==> src/rtl/z80_bus_pkg.sv <==
// Shared Z80 bus definitions: I/O write FSM encoding and default decode constants
// reused by every on-chip device decoder.
package z80_bus_pkg;

  typedef enum logic [1:0] {
    IO_IDLE  = 2'd0,
    IO_WRITE = 2'd1,
    IO_HOLD  = 2'd2
  } io_state_t;

  localparam logic [15:0] ROM_BASE_DEF = 16'h0000;
  localparam int          ROM_AW_DEF   = 12;
  localparam logic [7:0]  OUT_PORT_DEF = 8'h01;

  // True when addr falls in the 2^aw-byte window starting at base.
  function automatic logic in_window(input logic [15:0] addr,
                                     input logic [15:0] base,
                                     input int          aw);
    logic [15:0] mask;
    mask = 16'hFFFF << aw;
    return (addr & mask) == (base & mask);
  endfunction

endpackage

==> src/rtl/sync_bit.sv <==
// N-stage single-bit synchronizer; every stage resets to RST_VAL.
module sync_bit #(
  parameter int   STAGES  = 2,
  parameter logic RST_VAL = 1'b1
) (
  input  logic clk,
  input  logic rst,
  input  logic d,
  output logic q
);

  logic [STAGES-1:0] chain;

  always_ff @(posedge clk) begin
    if (rst) chain <= {STAGES{RST_VAL}};
    else     chain <= {chain[STAGES-2:0], d};
  end

  assign q = chain[STAGES-1];

endmodule

==> src/rtl/z80_bus_ctrl.sv <==
// Z80 bus front end: strobe synchronizers, registered ROM read select and a
// captured output port with a one-cycle write pulse and write counter.
module z80_bus_ctrl
  import z80_bus_pkg::*;
#(
  parameter logic [15:0] ROM_BASE    = ROM_BASE_DEF,
  parameter int          ROM_AW      = ROM_AW_DEF,
  parameter logic [7:0]  OUT_PORT    = OUT_PORT_DEF,
  parameter int          SYNC_STAGES = 2
) (
  input  logic        pll0_100MHz,
  input  logic        reset,
  input  logic [15:0] cpu_addr,
  input  logic [7:0]  cpu_dout,
  input  logic        cpu_mreq_n,
  input  logic        cpu_iorq_n,
  input  logic        cpu_rd_n,
  input  logic        cpu_wr_n,
  input  logic        cpu_m1_n,
  output logic        rom_cs,
  output logic [7:0]  out_port_data,
  output logic        out_port_wr,
  output logic [7:0]  out_port_wr_cnt
);

  logic mreq_s, iorq_s, rd_s, wr_s, m1_s;

  sync_bit #(.STAGES(SYNC_STAGES), .RST_VAL(1'b1)) u_sync_mreq (
    .clk(pll0_100MHz), .rst(reset), .d(cpu_mreq_n), .q(mreq_s));
  sync_bit #(.STAGES(SYNC_STAGES), .RST_VAL(1'b1)) u_sync_iorq (
    .clk(pll0_100MHz), .rst(reset), .d(cpu_iorq_n), .q(iorq_s));
  sync_bit #(.STAGES(SYNC_STAGES), .RST_VAL(1'b1)) u_sync_rd (
    .clk(pll0_100MHz), .rst(reset), .d(cpu_rd_n), .q(rd_s));
  sync_bit #(.STAGES(SYNC_STAGES), .RST_VAL(1'b1)) u_sync_wr (
    .clk(pll0_100MHz), .rst(reset), .d(cpu_wr_n), .q(wr_s));
  sync_bit #(.STAGES(SYNC_STAGES), .RST_VAL(1'b1)) u_sync_m1 (
    .clk(pll0_100MHz), .rst(reset), .d(cpu_m1_n), .q(m1_s));

  // Stage p0: address decode qualified by the synchronized read strobes.
  logic rom_hit_p0;

  always_ff @(posedge pll0_100MHz) begin
    if (reset) begin
      rom_hit_p0 <= 1'b0;
      rom_cs     <= 1'b0;
    end else begin
      rom_hit_p0 <= !mreq_s && !rd_s && in_window(cpu_addr, ROM_BASE, ROM_AW);
      rom_cs     <= rom_hit_p0;
    end
  end

  // Synchronizer outputs carry their reset value until SYNC_STAGES edges have
  // sampled the real pins; settle_p0 keeps IO_HOLD from mistaking that for idle.
  io_state_t              io_state;
  logic [SYNC_STAGES-1:0] settle_p0;
  logic                   port_hit_p0;
  logic [7:0]             dout_p0;

  always_ff @(posedge pll0_100MHz) begin
    if (reset) begin
      io_state        <= IO_HOLD;
      settle_p0       <= '0;
      port_hit_p0     <= 1'b0;
      dout_p0         <= 8'h00;
      out_port_data   <= 8'h00;
      out_port_wr     <= 1'b0;
      out_port_wr_cnt <= 8'h00;
    end else begin
      settle_p0   <= {settle_p0[SYNC_STAGES-2:0], 1'b1};
      out_port_wr <= 1'b0;
      case (io_state)
        IO_IDLE: begin
          if (!iorq_s && !wr_s && m1_s) begin
            io_state    <= IO_WRITE;
            port_hit_p0 <= (cpu_addr[7:0] == OUT_PORT);
            dout_p0     <= cpu_dout;
          end
        end
        // Stage p1: commit the captured write.
        IO_WRITE: begin
          io_state <= IO_HOLD;
          if (port_hit_p0) begin
            out_port_data   <= dout_p0;
            out_port_wr     <= 1'b1;
            out_port_wr_cnt <= out_port_wr_cnt + 8'd1;
          end
        end
        IO_HOLD: begin
          if ((iorq_s || wr_s) && settle_p0[SYNC_STAGES-1]) io_state <= IO_IDLE;
        end
        default: io_state <= IO_HOLD;
      endcase
    end
  end

endmodule

==> config.mk <==
export PLATFORM = sky130hd
export DESIGN_NAME = z80_bus_ctrl
export DESIGN_NICKNAME = d
export VERILOG_FILES = /design/src/rtl/z80_bus_pkg.sv /design/src/rtl/sync_bit.sv /design/src/rtl/z80_bus_ctrl.sv
export SDC_FILE = /design/constraint.sdc
export NUM_CORES = 1
export LEC_CHECK = 0
export BUFFER_PORTS_ARGS = -buffer_cell sky130_fd_sc_hd__buf_4
export CORE_UTILIZATION = 40
export CTS_CLUSTER_DIAMETER = 80
export DETAILED_ROUTE_END_ITERATION = 6
export PLACE_DENSITY = 0.66
export SYNTH_ARGS = -nofsm -noshare
export SYNTH_HDL_FRONTEND = slang
export SYNTH_HIERARCHICAL = 1
export SYNTH_SLANG_ARGS = --single-unit
==> constraint.sdc <==
create_clock -name pll0_100MHz -period 1.7 [get_ports pll0_100MHz]
set_input_delay 0.085 -clock pll0_100MHz [delete_from_list [all_inputs] [get_ports pll0_100MHz]]
set_output_delay 0.085 -clock pll0_100MHz [all_outputs]
set_load 0.005 [all_outputs]
==> out/results.tsv, run 1 <==
metric	value	unit
die height	62.7	um
Vias	1286	
WP data required	1860	ps
Crit path max-delay family	simple AND/OR/NAND/NOR gates	
Post-synth top cells	42 x dfxtp_1, 24 x a21oi_1, 22 x nand2_1	
Post-Synth XOR/XNOR Area	0.595	%
Setup CP Type	reg -> reg	
mux share of post-synthesis cell area	0	%
H-Tree Depth	2	
Routed Antenna Nets	0	
measured slew at the worst slew-check pin	381	ps
Area contributors post-synth	dfxtp_1 57%, a21oi_1 8.2%, nand2_1 5.6%	
sum of buffers and inverters on the critical path	0	
largest area contributor in the netlist	dfxtp_1	
post-synthesis compound-gate area fraction	14.5	%
final wirelength	2870	um
Tmin final	1520	ps
Fin Setup TNS	0	ps
core footprint	3440	um2
Crit-path slowest cell	or4_1	
Worst path depth	3	
first-pass GRT wire length	5040	um
count leader, synth	dfxtp_1	
Synth Area per Inst	9.38	um2
DR iter-0 viols	96	
Yosys top cell area share	57.1	%
Worst Setup SP	io_state[0]	
largest net degree at the start of global routing	43	
GRT overflow	0	
drt drc	0	
buffer depth of the longest clock path	2	
max_slew headroom	74.6	%
Fin. Hold Viols	0	
synth-to-layout area growth	37.0	%
register clock-pin slew on the reported worst setup and hold paths	80	ps
WP data arrival	1680	ps
IO buf count	44	
skew final	4.37	ps
CP endpoint	dout_p0[5]	
register area share after synthesis	57.1	%
Yosys reg bits	42	
first-pass iteration count of the detailed router	4	
Total GRT Usage	16.2	%
largest family of logic cells by synthesized area	simple AND/OR/NAND/NOR gates	
area of the die	3930	um2
setup slack, reg-to-reg	180	ps
RSZ-0062 raised after global routing	false	
CP cell instances	or4_1 > o21ai_0 > a21oi_1	
ant diodes	0	
Synth warnings	6	
Util after Layout	58.6	%
Reg-to-Reg Start	io_state[0]	
Placer Congestion	0.722	
Hold WC Path Type	in -> reg	
CP Capture Type	flip-flop	
asr flop ratio synth	0	%
outcome	complete, no violations	
worst skew pair latency	280	ps
Fin Hold WS	48.5	ps
Mapped Cells	157	
Clk Tree Root Cell	clkbuf_8	
path depth of the worst reg2reg path	3	
Max Fclk	658	MHz
Num CTS Buffers	5	
vias in the first global route	1191	
layout cells sized above 1	28.1	%
vias per cell	5.02	
Slew Limit Fails	0	
NumNets Final	241	
CTS tree	done	
MaxCap Viol Count	0	
final worst path period share	89.4	%
die width	62.7	um
worst flop-to-flop path endpoint	dout_p0[5]	
Post-Layout Inst Area	2020	um2
Mapped Area	1470	um2
syn nets	189	
DR WL/cell	11.2	um
peak supply drop	0.663	mV
peak fanout along the critical path	10	
Post-Synth Simple-Gate Area	24.2	%
Final setup viols	0	
# IOs	49	
Final HPWL DP	2030	um
initial core utilization	42.8	%
Synth cell types	28	
post-synthesis adder-cell area fraction	0.850	%
crit-path max cell delay	700	ps
setup bufs post-CTS	0	
CP startpoint kind	flip-flop	
Leakage	0.000800	uW
row count	21	
dominant synthesized flop cell	dfxtp_1	
Post-synth EDFFs	0	
Hold-fix buffers, CTS	6	
Cell Pwr Density	915	nW/um2
Placement Cell Area	1850	um2
CTS sink count	42	
initial antenna violation count	0	
Post-CTS Resized	0	
stage by stage:
stage	instances	setup WS (ps)	total power, uW
5_1_grt	256	63.3	1930
2_1_floorplan	157	358	1050
3_3_place_gp	242	240	1100
4_1_cts	256	180	1870
6_report	256	181	1850
3_5_place_dp	242	189	1110
report_power, final:
| group | internal [uW] | leakage [uW] | switching [uW] |
|---|---|---|---|
| sequential | 999 | 0.000342 | 8.89 |
| clock | 438 | 0.0000514 | 314 |
| combinational | 57.2 | 0.000407 | 29.3 |
placed cells by master, fill, tap and decap left out, types with 2 or more instances in the layout:
| cell | instances |
|---|---|
| a21oi_1 | 24 |
| nor4_1 | 2 |
| inv_1 | 3 |
| nor2b_1 | 2 |
| or2_1 | 10 |
| nand4_1 | 2 |
| dfxtp_1 | 42 |
| buf_4 | 46 |
| clkbuf_8 | 5 |
| o21ai_0 | 13 |
| nor2_1 | 2 |
| nand3_1 | 8 |
| dlygate4sd3_1 | 6 |
| or4_1 | 4 |
| nand2_1 | 22 |
| o31ai_1 | 2 |
| or3_2 | 3 |
state kept, by name, summed over array words and instances, names as in the netlist, 2 cells and up:
signal	count
dout_p0	8
out_port_data	8
out_port_wr_cnt	8
io_state	2
settle_p0	2
u_sync_iorq/chain	2
u_sync_m1/chain	2
u_sync_mreq/chain	2
u_sync_rd/chain	2
u_sync_wr/chain	2
metal layers:
| metal | vias up | GRT usage, % | wire length (um) |
|---|---|---|---|
| met5 | - | 0 | 0 |
| met4 | 0 | 5.23 | 33 |
| met3 | 5 | 5.84 | 149 |
| met2 | 41 | 29.3 | 1470 |
| met1 | 592 | 17.2 | 1220 |
| li1 | 648 | - | - |
worst min path at each step:
stage	startpoint	endpoint	slack (ps)	cells after the start
global route	cpu_addr[12]	rom_hit_p0	40	3
CTS	cpu_addr[14]	rom_hit_p0	40	3
detailed placement	cpu_addr[13]	rom_hit_p0	260	2
global placement	cpu_addr[13]	rom_hit_p0	250	2
finish	cpu_addr[14]	rom_hit_p0	50	3
floorplan	reset	settle_p0[1]	160	1
tightest hold or removal path, cell delays in order:
cell    delay [ps]
buf_4           70
or4_1           90
nor4_1          40
final cells by class:
class                           count  area [um2]
Clock buffer                        6        72.6
Clock inverter                      2        37.5
Fill cell                         322        1430
Inverter                            3        11.3
Multi-Input combinational cell    105         592
Sequential cell                    42         841
Tap cell                           46        57.6
Timing Repair Buffer               52         405
cells by family after synthesis:
| group | count (synthesis) |
|---|---|
| compound gates | 41 |
| fa+ha+maj | 1 |
| buf+inv | 10 |
| flops | 42 |
| simple gates | 62 |
| xor+xnor | 1 |
Note: power is estimated with default switching activity, not from simulation.
==> inputs of run 2 (changes only) <==
--- a/config.mk
+++ b/config.mk
@@ -9,7 +9,8 @@
 export CORE_UTILIZATION = 40
 export CTS_CLUSTER_DIAMETER = 80
 export DETAILED_ROUTE_END_ITERATION = 6
-export PLACE_DENSITY = 0.66
+export PLACE_DENSITY = 0.65
+export SKIP_LAST_GASP = 1
 export SYNTH_ARGS = -nofsm -noshare
 export SYNTH_HDL_FRONTEND = slang
 export SYNTH_HIERARCHICAL = 1
==> run 2 against run 1 <==
Net effect:
- critical endpoint is now dout_p0[7]
- sequential cell count did not move
- clock skew about the same
- cell area grew 1.7%
- sequential share of layout area down 0.71 points
- sequential power is essentially flat
- utilization is 1.0 points higher
- cell count is 0.39% higher
- largest power group unchanged
==> out/results.tsv, run 2 (same netlist as run 1, synthesis figures left out) <==
metric	value	unit
Slew Limit Fails	0	
WP data required	1870	ps
skew final	4.31	ps
Worst Setup SP	io_state[0]	
Total GRT Usage	16.0	%
CP cell instances	or4_1 > o21ai_0 > a21oi_1	
final wirelength	2920	um
Net Sw Frac	18.5	%
hold path start	cpu_addr[14]	
core footprint	3440	um2
final worst path period share	91.8	%
GRT overflow	0	
DR iter-0 viols	55	
DR WL/cell	11.4	um
Cell Pwr Density	983	nW/um2
vias in the first global route	1208	
path depth of the worst reg2reg path	3	
CTS tree	done	
Power Internal	1640	uW
Routed Antenna Nets	0	
Comb pwr share	4.5	%
measured slew at the worst slew-check pin	383	ps
Top Registers	dout_p0 x8, out_port_data x8, out_port_wr_cnt x8	
Fin Setup TNS	0	ps
total power	2020	uW
setup bufs post-CTS	0	
largest net degree at the start of global routing	43	
die height	62.7	um
IO buf count	44	
Clk Tree Root Cell	clkbuf_8	
synth-to-layout area growth	39.3	%
Final HPWL DP	1990	um
crit-path max cell delay	700	ps
RSZ-0062 raised after global routing	false	
CP Capture Type	flip-flop	
Reg-to-Reg Start	io_state[0]	
Crit path max-delay family	simple AND/OR/NAND/NOR gates	
CTS sink count	42	
buffer depth of the longest clock path	2	
commonest non-fill, non-tap cell in the layout	buf_4	
Final setup viols	0	
commonest non-fill, non-tap cells in the layout	47 x buf_4, 42 x dfxtp_1, 24 x a21oi_1	
Post-Layout Inst Area	2050	um2
first-pass iteration count of the detailed router	4	
drt drc	0	
initial core utilization	42.8	%
P_sw	372	uW
Hold Path Cell Cnt	3	
Setup CP Type	reg -> reg	
# IOs	49	
area of the die	3930	um2
Hold WC Path Type	in -> reg	
Placement Cell Area	1850	um2
Seq pwr share	49.8	%
first-pass GRT wire length	5000	um
Clock power frac	45.7	%
MaxCap Viol Count	0	
row count	21	
layout cells sized above 1	28.9	%
outcome	complete, no violations	
Num CTS Buffers	5	
max_slew headroom	74.4	%
Non-Filler Instances	257	
WP data arrival	1730	ps
vias per cell	4.95	
Crit-path slowest cell	or4_1	
register clock-pin slew on the reported worst setup and hold paths	80	ps
Fin. Hold Viols	0	
Worst path depth	3	
worst skew pair latency	290	ps
Max Fclk	641	MHz
sum of buffers and inverters on the critical path	0	
peak supply drop	0.886	mV
Placer Congestion	0.750	
peak fanout along the critical path	10	
CP startpoint kind	flip-flop	
placed cell count	243	
H-Tree Depth	2	
FILL cells	323	
NumNets Final	242	
die width	62.7	um
Tmin final	1560	ps
Leakage	0.000821	uW
ant diodes	0	
Vias	1271	
initial antenna violation count	0	
-- run 2: final cells by class --
class	instances	area, um2	share of cell area (%)
Sequential cell	42	841	41.0
Tap cell	46	57.6	2.80
Inverter	3	11.3	0.549
Clock inverter	3	68.8	3.35
Timing Repair Buffer	53	413	20.1
Multi-Input combinational cell	105	592	28.8
Clock buffer	5	68.8	3.35
-- run 2: final timing paths --
check          endpoint  slack [ps]
max reg2reg  dout_p0[7]         140
min          rom_hit_p0          40
min reg2reg  rom_hit_p0         390
max          dout_p0[7]         140
-- run 2: metal layers --
metal / up-vias / track usage [%] / wire length, um
met5: - / 0 / 0
met4: 0 / 6.10 / 52
met3: 5 / 4.74 / 161
met2: 37 / 29.1 / 1420
met1: 575 / 17.4 / 1290
li1: 654 / - / -
-- run 2: worst min-delay path: stages --
cell and delay [ps]:
buf_4 70, or4_1 90, nor4_1 40
-- run 2: timing repair --
item / in CTS / in global routing
endpoints found under the hold margin: 6 / 0
hold buffers: 6 / 0
gates resized for setup: 0 / 0
endpoints found under the setup margin: 0 / 0
-- run 2: per-stage QoR --
step                      setup WS [ps]  utilization (%)  hold slack (ps)
final                               139             59.6             35.7
after global routing               47.5             59.6             34.9
after CTS                           130             59.6             26.2
after detailed placement            152             53.9              253
after global placement              247             53.9              249
after floorplan                     358                -              157
-- run 2: power by group through the flow --
stage               Clock [uW]  Combinational [uW]  Sequential (uW)
floorplan                    0                26.3             1030
global placement             0                77.2             1030
detailed placement           0                79.8             1030
CTS                        949                90.7             1000
global route               992                99.1             1010
finish                     923                89.9             1000
==> inputs of run 3 (changes only) <==
--- a/config.mk
+++ b/config.mk
@@ -6,10 +6,10 @@
 export NUM_CORES = 1
 export LEC_CHECK = 0
 export BUFFER_PORTS_ARGS = -buffer_cell sky130_fd_sc_hd__buf_4
-export CORE_UTILIZATION = 40
+export CORE_UTILIZATION = 25
 export CTS_CLUSTER_DIAMETER = 80
 export DETAILED_ROUTE_END_ITERATION = 6
-export PLACE_DENSITY = 0.65
+export PLACE_DENSITY = 0.44
 export SKIP_LAST_GASP = 1
 export SYNTH_ARGS = -nofsm -noshare
 export SYNTH_HDL_FRONTEND = slang
==> run 3 against run 2 <==
Net effect:
- first-iteration DRC count is 20% lower
- non-clock buffer count is 1 lower
- cell area stayed put
- wire length is 7.2% higher
- fmax is 3.3% higher
- count of clock-buffer cells in the layout is 1 higher
- hold slack better by 14 ps
- utilization is 23 points lower
- critical path type unchanged
- largest power group unchanged
==> out/results.tsv, run 3 (same netlist as run 1, synthesis figures left out) <==
metric	value	unit
Crit path max-delay family	simple AND/OR/NAND/NOR gates	
Clk Tree Root Cell	clkbuf_8	
Final HPWL DP	2210	um
commonest non-fill, non-tap cell in the layout	buf_4	
IO buf count	44	
final wirelength	3130	um
Routed Antenna Nets	0	
NumNets Final	241	
Worst path depth	3	
Seq pwr share	53.5	%
worst flop-to-flop path endpoint	dout_p0[5]	
Reg-to-Reg Start	io_state[0]	
H-Tree Depth	2	
initial core utilization	26.3	%
initial antenna violation count	0	
MaxCap Viol Count	0	
Top Registers	dout_p0 x8, out_port_data x8, out_port_wr_cnt x8	
Placer Congestion	0.687	
RSZ-0062 raised after global routing	false	
Fin. Hold Viols	0	
row count	27	
final worst path period share	88.9	%
Post-CTS Resized	0	
Register Area	841	um2
die height	78.8	um
FILL cells	599	
DR WL/cell	11.1	um
peak fanout along the critical path	10	
CP Capture Type	flip-flop	
crit-path max cell delay	690	ps
path depth of the worst reg2reg path	3	
CP cell instances	or4_1 > o21ai_0 > a21oi_1	
WP data required	1860	ps
Total GRT Usage	11.3	%
Hold Path Cell Cnt	3	
Cell Pwr Density	916	nW/um2
peak supply drop	0.565	mV
DR iter-0 viols	44	
hold path start	cpu_addr[14]	
drt drc	0	
outcome	complete, no violations	
area of the die	6200	um2
Fin Hold WS	49.8	ps
setup bufs post-CTS	0	
first-pass GRT wire length	5420	um
Net Sw Frac	18.9	%
commonest non-fill, non-tap cells in the layout	46 x buf_4, 42 x dfxtp_1, 24 x a21oi_1	
Vias	1247	
Clock power frac	41.9	%
skew final	3.97	ps
Leakage	0.000806	uW
Multi-input gate area	592	um2
Post-Layout Inst Area	2050	um2
core footprint	5610	um2
Max Fclk	662	MHz
Num CTS Buffers	5	
Hold WC Path Type	in -> reg	
vias in the first global route	1228	
Min-Delay Endpoint	rom_hit_p0	
CTS tree	done	
first-pass iteration count of the detailed router	4	
Tmin final	1510	ps
P_sw	355	uW
Final setup viols	0	
Comb pwr share	4.6	%
measured slew at the worst slew-check pin	399	ps
GRT overflow	0	
setup slack, reg-to-reg	190	ps
max_slew headroom	73.4	%
register clock-pin slew on the reported worst setup and hold paths	80	ps
Power Internal	1530	uW
die width	78.8	um
WP data arrival	1680	ps
Placement Cell Area	1880	um2
vias per cell	4.44	
layout cells sized above 1	28.2	%
Fin Setup TNS	0	ps
synth-to-layout area growth	39.3	%
# IOs	49	
CP startpoint kind	flip-flop	
CTS sink count	42	
worst skew pair latency	290	ps
buffer depth of the longest clock path	2	
Crit-path slowest cell	or4_1	
ant diodes	0	
Setup CP Type	reg -> reg	
Slew Limit Fails	0	
largest net degree at the start of global routing	43	
sum of buffers and inverters on the critical path	0	
## run 3: cell count changes in the layout (fill, tap and decap cells not counted), sizes merged
cell    change
clkbuf      +1
buf         -1
clkinv      -1
bufinv      -1
## run 3: timing repair
item                                   4_1_cts  5_1_grt
setup endpoints to repair                    0        0
hold buffers                                 6        0
endpoints found under the hold margin        6        0
## run 3: final cells by class
| cell class | count | share of cell area (%) |
|---|---|---|
| clock buffers | 6 | 4.02 |
| clock inverters | 1 | 1.46 |
| inverters | 3 | 0.549 |
| multi-input cells | 105 | 28.8 |
| flip-flops and latches | 42 | 41.0 |
| well taps | 72 | 4.39 |
| repair buffers | 52 | 19.8 |
## run 3: how the worst max path moves through the flow
stage,from,to,slack [ps]
after floorplan,io_state[0],dout_p0[1],360
after global placement,io_state[0],port_hit_p0,220
after detailed placement,io_state[0],dout_p0[5],200
after CTS,io_state[0],dout_p0[2],180
after global routing,io_state[0],dout_p0[2],70
final,io_state[0],dout_p0[5],190
## run 3: stage by stage
stage / std cells / total power (uW) / util [%] / setup slack [ps]
2_1_floorplan: 157 / 1050 / - / 358
3_3_place_gp: 268 / 1100 / 33.5 / 217
3_5_place_dp: 268 / 1110 / 33.5 / 203
4_1_cts: 281 / 1910 / 36.6 / 184
5_1_grt: 281 / 1970 / 36.6 / 68.7
6_report: 281 / 1880 / 36.6 / 189
## run 3: per-layer routing
layer	share of wire [%]	wire (um)	up-vias	global-route usage, %
li1	-	-	652	-
met1	47	1460	549	13.1
met2	46	1440	41	19.0
met3	5.8	182	5	3.68
met4	1.2	39	0	4.44
met5	0	0	-	0
## run 3: power by group through the flow
stage / Combinational, uW / Sequential [uW] / Clock [uW]
2_1_floorplan: 26.3 / 1030 / 0
3_3_place_gp: 74.8 / 1030 / 0
3_5_place_dp: 76.8 / 1030 / 0
4_1_cts: 87.7 / 1010 / 820
5_1_grt: 95.3 / 1010 / 864
6_report: 86.6 / 1010 / 787
## run 3: tightest hold or removal path: stages
cell and delay (ps):
buf_4 70, or4_1 90, nor4_1 40
